--- config.mk ---
export PLATFORM = sky130hd
export DESIGN_NAME = mantissa_adder_arbiter
export DESIGN_NICKNAME = d
export VERILOG_FILES = /design/src/rtl/mantissa_adder_arbiter.sv
export SDC_FILE = /design/constraint.sdc
export NUM_CORES = 1
export LEC_CHECK = 0
export BUFFER_PORTS_ARGS = -buffer_cell sky130_fd_sc_hd__buf_4
export CAP_MARGIN = 20
export CORE_MARGIN = 2
export CORE_UTILIZATION = 30
export DETAILED_ROUTE_END_ITERATION = 10
export PLACE_DENSITY = 0.53
export SLEW_MARGIN = 20
export SYNTH_ARGS = -nofsm -noshare
export SYNTH_HDL_FRONTEND = slang
export SYNTH_SLANG_ARGS = --single-unit
--- constraint.sdc ---
create_clock -name in_clk -period 4.8 [get_ports in_clk]
set_input_delay 1.44 -clock in_clk [delete_from_list [all_inputs] [get_ports in_clk]]
set_output_delay 1.44 -clock in_clk [all_outputs]
set_load 0.02 [all_outputs]
--- src/rtl/mantissa_adder_arbiter.sv ---
// Round-robin arbiter sharing one 24-bit mantissa adder among NUM_REQ requesters.
// ADD takes one adder pass; SUB takes two (a + ~b, then +1). Results are held until accepted.

module mantissa_adder (
    input  logic [23:0] a,
    input  logic [23:0] b,
    input  logic        cin,
    output logic [23:0] sum,
    output logic        cout
);
    logic [24:0] full_s;

    assign full_s = {1'b0, a} + {1'b0, b} + {24'd0, cin};
    assign sum    = full_s[23:0];
    assign cout   = full_s[24];
endmodule

module mantissa_adder_arbiter #(
    parameter  int NUM_REQ = 4,
    localparam int TAG_W   = $clog2(NUM_REQ)
) (
    input  logic                  in_clk,
    input  logic                  in_rst_n,
    input  logic [NUM_REQ-1:0]    in_req,
    input  logic [NUM_REQ-1:0]    in_op,
    input  logic [NUM_REQ*24-1:0] in_a,
    input  logic [NUM_REQ*24-1:0] in_b,
    output logic [NUM_REQ-1:0]    out_ack,
    output logic                  out_valid,
    input  logic                  in_ready,
    output logic [TAG_W-1:0]      out_tag,
    output logic [23:0]           out_result,
    output logic                  out_carry
);
    typedef enum logic [1:0] {
        S_IDLE  = 2'd0,
        S_PASS1 = 2'd1,
        S_PASS2 = 2'd2,
        S_RESP  = 2'd3
    } state_t;

    localparam logic [NUM_REQ-1:0] ACK_BASE = NUM_REQ'(1);

    state_t               state_r;
    state_t               next_state_s;
    logic [TAG_W-1:0]     last_r;
    logic [TAG_W-1:0]     scan_idx_s;
    logic [TAG_W-1:0]     grant_idx_s;
    logic                 grant_found_s;
    logic                 capture_s;
    logic [23:0]          cap_a_s;
    logic [23:0]          cap_b_s;
    logic [23:0]          a_r;
    logic [23:0]          b_r;
    logic                 op_r;
    logic [TAG_W-1:0]     tag_r;
    logic [23:0]          sum_r;
    logic                 c1_r;
    logic [23:0]          add_a_s;
    logic [23:0]          add_b_s;
    logic [23:0]          add_sum_s;
    logic                 add_cout_s;
    logic [NUM_REQ-1:0]   out_ack_r;
    logic                 out_valid_r;
    logic [TAG_W-1:0]     out_tag_r;
    logic [23:0]          out_result_r;
    logic                 out_carry_r;

    // Round-robin search starting just after the last granted requester.
    always_comb begin
        grant_found_s = 1'b0;
        grant_idx_s   = '0;
        scan_idx_s    = '0;
        for (int k = 1; k <= NUM_REQ; k++) begin
            scan_idx_s    = TAG_W'((int'(last_r) + k) % NUM_REQ);
            grant_idx_s   = (in_req[scan_idx_s] && !grant_found_s) ? scan_idx_s : grant_idx_s;
            grant_found_s = grant_found_s | in_req[scan_idx_s];
        end
    end

    assign capture_s = (state_r == S_IDLE) && grant_found_s;
    assign cap_a_s   = in_a[int'(grant_idx_s)*24 +: 24];
    assign cap_b_s   = in_b[int'(grant_idx_s)*24 +: 24];

    // Operand mux for the single shared adder: second SUB pass adds the +1.
    always_comb begin
        add_a_s = a_r;
        add_b_s = op_r ? ~b_r : b_r;
        case (state_r)
            S_PASS2: begin
                add_a_s = sum_r;
                add_b_s = 24'd1;
            end
            default: begin
                add_a_s = a_r;
                add_b_s = op_r ? ~b_r : b_r;
            end
        endcase
    end

    mantissa_adder u_adder (
        .a    (add_a_s),
        .b    (add_b_s),
        .cin  (1'b0),
        .sum  (add_sum_s),
        .cout (add_cout_s)
    );

    // Next-state logic.
    always_comb begin
        next_state_s = state_r;
        case (state_r)
            S_IDLE: begin
                if (grant_found_s) begin
                    next_state_s = S_PASS1;
                end else begin
                    next_state_s = S_IDLE;
                end
            end
            S_PASS1: begin
                if (op_r) begin
                    next_state_s = S_PASS2;
                end else begin
                    next_state_s = S_RESP;
                end
            end
            S_PASS2: next_state_s = S_RESP;
            S_RESP: begin
                if (in_ready) begin
                    next_state_s = S_IDLE;
                end else begin
                    next_state_s = S_RESP;
                end
            end
            default: next_state_s = S_IDLE;
        endcase
    end

    // State register.
    always_ff @(posedge in_clk or negedge in_rst_n) begin
        if (!in_rst_n) begin
            state_r <= S_IDLE;
        end else begin
            state_r <= next_state_s;
        end
    end

    // Capture of the granted requester's operands; inputs are not looked at again.
    always_ff @(posedge in_clk or negedge in_rst_n) begin
        if (!in_rst_n) begin
            last_r <= TAG_W'(NUM_REQ - 1);
            a_r    <= 24'd0;
            b_r    <= 24'd0;
            op_r   <= 1'b0;
            tag_r  <= '0;
        end else if (capture_s) begin
            last_r <= grant_idx_s;
            a_r    <= cap_a_s;
            b_r    <= cap_b_s;
            op_r   <= in_op[grant_idx_s];
            tag_r  <= grant_idx_s;
        end
    end

    // Datapath results and registered outputs.
    always_ff @(posedge in_clk or negedge in_rst_n) begin
        if (!in_rst_n) begin
            sum_r        <= 24'd0;
            c1_r         <= 1'b0;
            out_ack_r    <= '0;
            out_valid_r  <= 1'b0;
            out_tag_r    <= '0;
            out_result_r <= 24'd0;
            out_carry_r  <= 1'b0;
        end else begin
            out_ack_r <= capture_s ? (ACK_BASE << grant_idx_s) : '0;
            case (state_r)
                S_PASS1: begin
                    sum_r <= add_sum_s;
                    c1_r  <= add_cout_s;
                    if (!op_r) begin
                        out_valid_r  <= 1'b1;
                        out_tag_r    <= tag_r;
                        out_result_r <= add_sum_s;
                        out_carry_r  <= add_cout_s;
                    end
                end
                S_PASS2: begin
                    out_valid_r  <= 1'b1;
                    out_tag_r    <= tag_r;
                    out_result_r <= add_sum_s;
                    out_carry_r  <= c1_r | add_cout_s;
                end
                S_RESP: begin
                    if (in_ready) begin
                        out_valid_r <= 1'b0;
                    end
                end
                default: begin
                    out_valid_r <= out_valid_r;
                end
            endcase
        end
    end

    assign out_ack    = out_ack_r;
    assign out_valid  = out_valid_r;
    assign out_tag    = out_tag_r;
    assign out_result = out_result_r;
    assign out_carry  = out_carry_r;
endmodule

Word level (Yosys, flattened, before mapping) --
Cells that the tools add are included.
Word-level totals: flip-flop bits (word level) 112, bits of input ports 203, output and inout port bits 32
Cells by class: add/sub/neg operators 5, multipliers 1, magnitude comparators 5, equal/unequal tests 5, shift-type cells 3, muxes and demuxes 31, bitwise gates (word level) 5, reduce and logical (&&, ||, !) cells 12
Operators by type and width (number):
- 24-bit 2-to-1 mux | 4
- 96-bit by 32-bit variable part select with 24-bit output | 1
- 96-bit by 8-bit variable part select with 24-bit output | 1
- 24-bit case mux with 2 select lines | 1
- 24-bit by 24-bit adder with 25-bit output | 1
- 24-bit inverter | 1
- 2-bit by 3-bit < comparator with 1-bit output (second input constant) | 5
- 2-bit 2-to-1 mux | 6
- 1-bit binary-select mux with 2-bit select | 5
- 1-bit 2-to-1 mux | 10
- 2-bit case mux with 4 select lines | 1
- 2-bit by 1-bit adder with 2-bit output (second input constant) | 2
- 2-bit adder (second input constant) | 2
- 2-bit equality test (second input constant) | 2
- 1-bit logical AND | 4
- 2-bit by 2-bit multiplier with 4-bit output (second input constant) | 1
- 4-bit 2-to-1 mux | 1
- 2-bit != test (second input constant) | 2
- 1-bit OR | 4
- 2-bit case mux with 2 select lines | 1
- 1-bit by 2-bit << shifter with 4-bit output (first input constant) | 1
- 1-bit zero test | 3
- 1-bit case mux with 3 select lines | 1
- 3-bit AND reduction | 1
- other kinds (6) | 6

Depth between registers and ports, before layout --
word-level depth 10, mapped depth 15

Cells and area by module --
A second synthesis with hierarchy kept.
Unflattened totals: cells, all modules 743, area total of the unflattened synthesis 7797.5 um^2
Modules (own cells, without submodules):
- mantissa_adder_arbiter | times used 1, cells each 572, area each 6505.0 um^2, seq. area each 2805.2 um^2
- mantissa_adder | times used 1, cells each 171, area each 1292.5 um^2, seq. area each 0.0 um^2

Worst setup path before layout --
No wires, ideal clock.
path kind register -> register, start point reg state_r[0], end point reg out_result_r[20], in the netlist out_result[20], library setup time 129 ps, arrival time 2937 ps, slack 1734 ps, stages on the path, launching flop included 15, path buffers 3, clock period less this slack 3066 ps, cells stage by stage dfrtp_1 > clkbuf_2 > nand2b_1 > clkbuf_1 > clkbuf_1 > nand2_1 > ha_1 > fa_1 > a21o_1 > nand4_1 > nand3_1 > a2111o_1 > nand2_1 > xor2_1 > o21ai_1
Between the ends: word-level cells in the longest chain between the ends 5
Ends and longest elaborated chain:
- from (decl) | RTL line 44 | state_t state_r;
- from (signal assigned) | RTL line 144 | state_r <= next_state_s;
- 2-bit equality test | RTL line 89, 177
- 24-bit 2-to-1 mux | RTL line 89 | case (state_r)
- 24-bit by 24-bit adder with 25-bit output | RTL line 13 | assign full_s = {1'b0, a} + {1'b0, b} + {24'd0, cin};
- 24-bit 2-to-1 mux | RTL line 181 | if (!op_r) begin
- 24-bit case mux with 2 select lines | RTL line 177 | case (state_r)
- to (signal assigned) | RTL line 184 | out_result_r <= add_sum_s;
- to (signal assigned) | RTL line 191 | out_result_r <= add_sum_s;
- to (decl) | RTL line 66 | logic [23:0] out_result_r;
Parallel ways exist; a longest one is shown, timed or not. The select of a mux whose other input is x is not followed. A chain may end at the register's enable or synchronous reset.

Worst setup path in the final report --
start point reg state_r[1], end point reg sum_r[21]
Between the ends: word-level cells in the longest chain between the ends 3
Ends and longest elaborated chain:
- 2-bit equality test | RTL line 89
- 24-bit 2-to-1 mux | RTL line 89
- 24-bit by 24-bit adder with 25-bit output | RTL line 13
- to (signal assigned) | RTL line 179 | sum_r <= add_sum_s;
- to (decl) | RTL line 57 | logic [23:0] sum_r;
Parallel ways exist; a longest one is shown, timed or not.

==> run summary <==
area leader, netlist - dfrtp_1
Post-Syn Nets - 1324
post-route cell area - 10000 um^2
crit-path max FO - 28
xor/xnor share of the synthesized area - 4.66%
DRT antenna net count - 0
Critical Path Start - state_r[1]
vias per cell - 4.71
count of clock tree sinks - 112
Worst VDD drop - 0.303 mV
most common cell after layout, fill and taps aside - nand2_1
Fmax - 291 MHz
MaxCap Viol Count - 0
share of synthesized registers carrying an async set or reset - 100%
Cell variety after synth - 58
# DRC - 0
met3 WL post-DR - 1450 um
R2R Setup Slk - 1.36 ns
Ys Warns - 0
worst slew pin tran - 0.970 ns
Synth Area in Adders - 4.16%
clock-pin transition on the worst setup and hold timing paths - 0.07 ns
buffer count from post-CTS setup fixing - 0
WL per Instance - 15.6 um
sequence of cells on the critical path - nor2b_4 -> buf_4 -> nor2_1 -> ha_1 -> nand2_1 -> o211ai_1 -> nor3_1 -> o41ai_1 -> a21oi_1 -> xor2_1 -> o21ai_1
Total Power - 8.27 mW
Worst Setup Path Type - reg -> reg
vias - 7631
H-Tree Depth - 3
Finished Layout Cells - 1621
Die H - 164 um
reg2reg path depth - 11
initial antenna violation count - 0
Clock Skew - 0.00896 ns
HP Class - reg -> reg
Initial Utilization - 30.6%
Post-Place Cells - 1605
Synth top area share - 35.8%
worst setup margin - 1.36 ns
Post-DP Area - 9700 um^2
vias in the first global route - 7499
CP max-delay cell - nor2b_4
Max Root-Sink Buffers - 2
CTS tree - done
Final TNS setup - 0 ns
Post-CTS Hold Buffers - 0
main combinational cell family by area after synthesis - simple AND/OR/NAND/NOR gates
crit-path leading delay family - compound AO/OA/AOI/OAI gates
Rows - 58
share of layout cells above drive strength 1 - 21.9%
root buffer cell - clkbuf_16
Seq/Total Area, Yosys - 36.4%
most frequent cells in the layout - 449 x nand2_1, 248 x buf_4, 110 x dfrtp_1
Avg Inst Size Synth - 7.02 um^2
core area - 25200 um^2
Bufs and invs on worst path - 1
DP Wirelength - 20200 um
Final nets - 1514
Hold Path Stages - 2
Synth Instances - 1096
startpoint types - flop
met1 wire length - 12100 um
final WL - 25300 um
worst reg2reg path startpoint - state_r[1]
PD cells - 824 nW/um^2
die area - 27000 um^2
met2 WL post-DR - 11400 um
WP data arrival - 3.67 ns
endpoint type of the worst setup path - flop
post-synth design cell area - 7700 um^2
CTS Buf Count - 9
Die Wd - 164 um
filler cell count - 2680
hold_sp - out_result[1]
Placer Congestion - 0.848
leakage - 5.02 nW
number of synthesized register bits - 112
Area contributors post-synth - dfrtp_1 36%, nand2_1 22%, o21ai_0 6.7%
delay of the slowest cell on the worst path - 0.65 ns
CP required - 5.03 ns
Total GRT Usage - 19.0%
remaining global-route overflow - 0
Stages on worst setup path - 11
Worst-Skew Late Latency - 0.36 ns
number of DRC markers in iteration 0 - 497
Slew HR - 35.2%
mux share of post-synthesis cell area - 0.260%
Final Setup Violations - 0
crit path time final - 3.44 ns
RSZ-0062 raised after global routing - no
antenna cell count - 0
Synth Area in Compound Gates - 17.4%
Slew Limit Fails - 0
status - finished, final reports clean
post-layout util - 39.9%
largest net degree at the start of global routing - 92
TritonRoute pass-1 iters - 5
Final period util - 71.6%
worst hold margin - 0.471 ns
first-pass GRT wire length - 40100 um
area delta synth->final - 30.4%
top sig layer - met4
Fin. Hold Viols - 0
top_reg_cell synth - dfrtp_1
simple-gate portion of the synthesized area - 31.4%
CTS resizes - 0
pre-CTS WS - 1.20 ns
EDFF count, synth - 0
top-level I/O count - 235
IO Port Bufs - 234
cell usage after synthesis, types with 7 or more instances:
library cell	number
ha_1	24
buf_6	8
xor2_1	9
inv_1	9
o21ai_0	103
clkbuf_1	29
nor2_1	52
nand3_1	58
buf_2	25
nand2_1	449
xnor2_1	32
a31oi_1	7
a21oi_1	43
dfrtp_1	110
o21ai_1	41
nor3_1	8
state kept, by name, summed over array words and instances, names as in the netlist:
name        cells
a_r            24
b_r            24
c1_r            1
last_r          2
op_r            1
out_ack         4
out_carry       1
out_result     24
out_tag         2
out_valid       1
state_r         2
sum_r          24
tag_r           2
area by class of cell:
class / count / area [um^2] / area share (%)
well taps: 330 / 413 / 4.11
clock inverters: 5 / 86.3 / 0.860
repair buffers: 253 / 1960 / 19.5
multi-input cells: 901 / 4490 / 44.7
inverters: 9 / 33.8 / 0.337
flip-flops and latches: 112 / 2810 / 27.9
clock buffers: 11 / 253 / 2.52
kinds of logic after synthesis:
logic type	count (synthesis)
AO/OA/AOI/OAI	234
AND/OR/NAND/NOR	599
multiplexers	2
XOR/XNOR	41
adder cells (fa/ha/maj)	25
buffers and inverters	83
flip-flops	112
final timing paths:
check / endpoint
hold reg to reg: out_result[1]
setup reg to reg: sum_r[21]
min in group asynchronous: out_ack[1]
hold / removal: out_result[1]
max in group asynchronous: out_result[21]
setup / recovery: sum_r[21]
metal layers:
layer | global-route usage [%] | up-vias
li1 | - | 4007
met1 | 27.0 | 3403
met2 | 29.6 | 201
met3 | 3.74 | 20
met4 | 4.55 | 0
met5 | 0 | -
worst register-to-register path, cell delays in order, from the launching register on:
cell and delay (ns):
dfrtp_1 0.46, nor2b_4 0.65, buf_4 0.30, nor2_1 0.07, ha_1 0.46, nand2_1 0.09
o211ai_1 0.27, nor3_1 0.10, o41ai_1 0.46, a21oi_1 0.10, xor2_1 0.26, o21ai_1 0.09
power breakdown:
part / internal, mW / switching (mW)
Combinational: 2.13 / 3.54
Clock: 0.491 / 0.362
Sequential: 1.42 / 0.325
(Power assumes the default switching activity.)
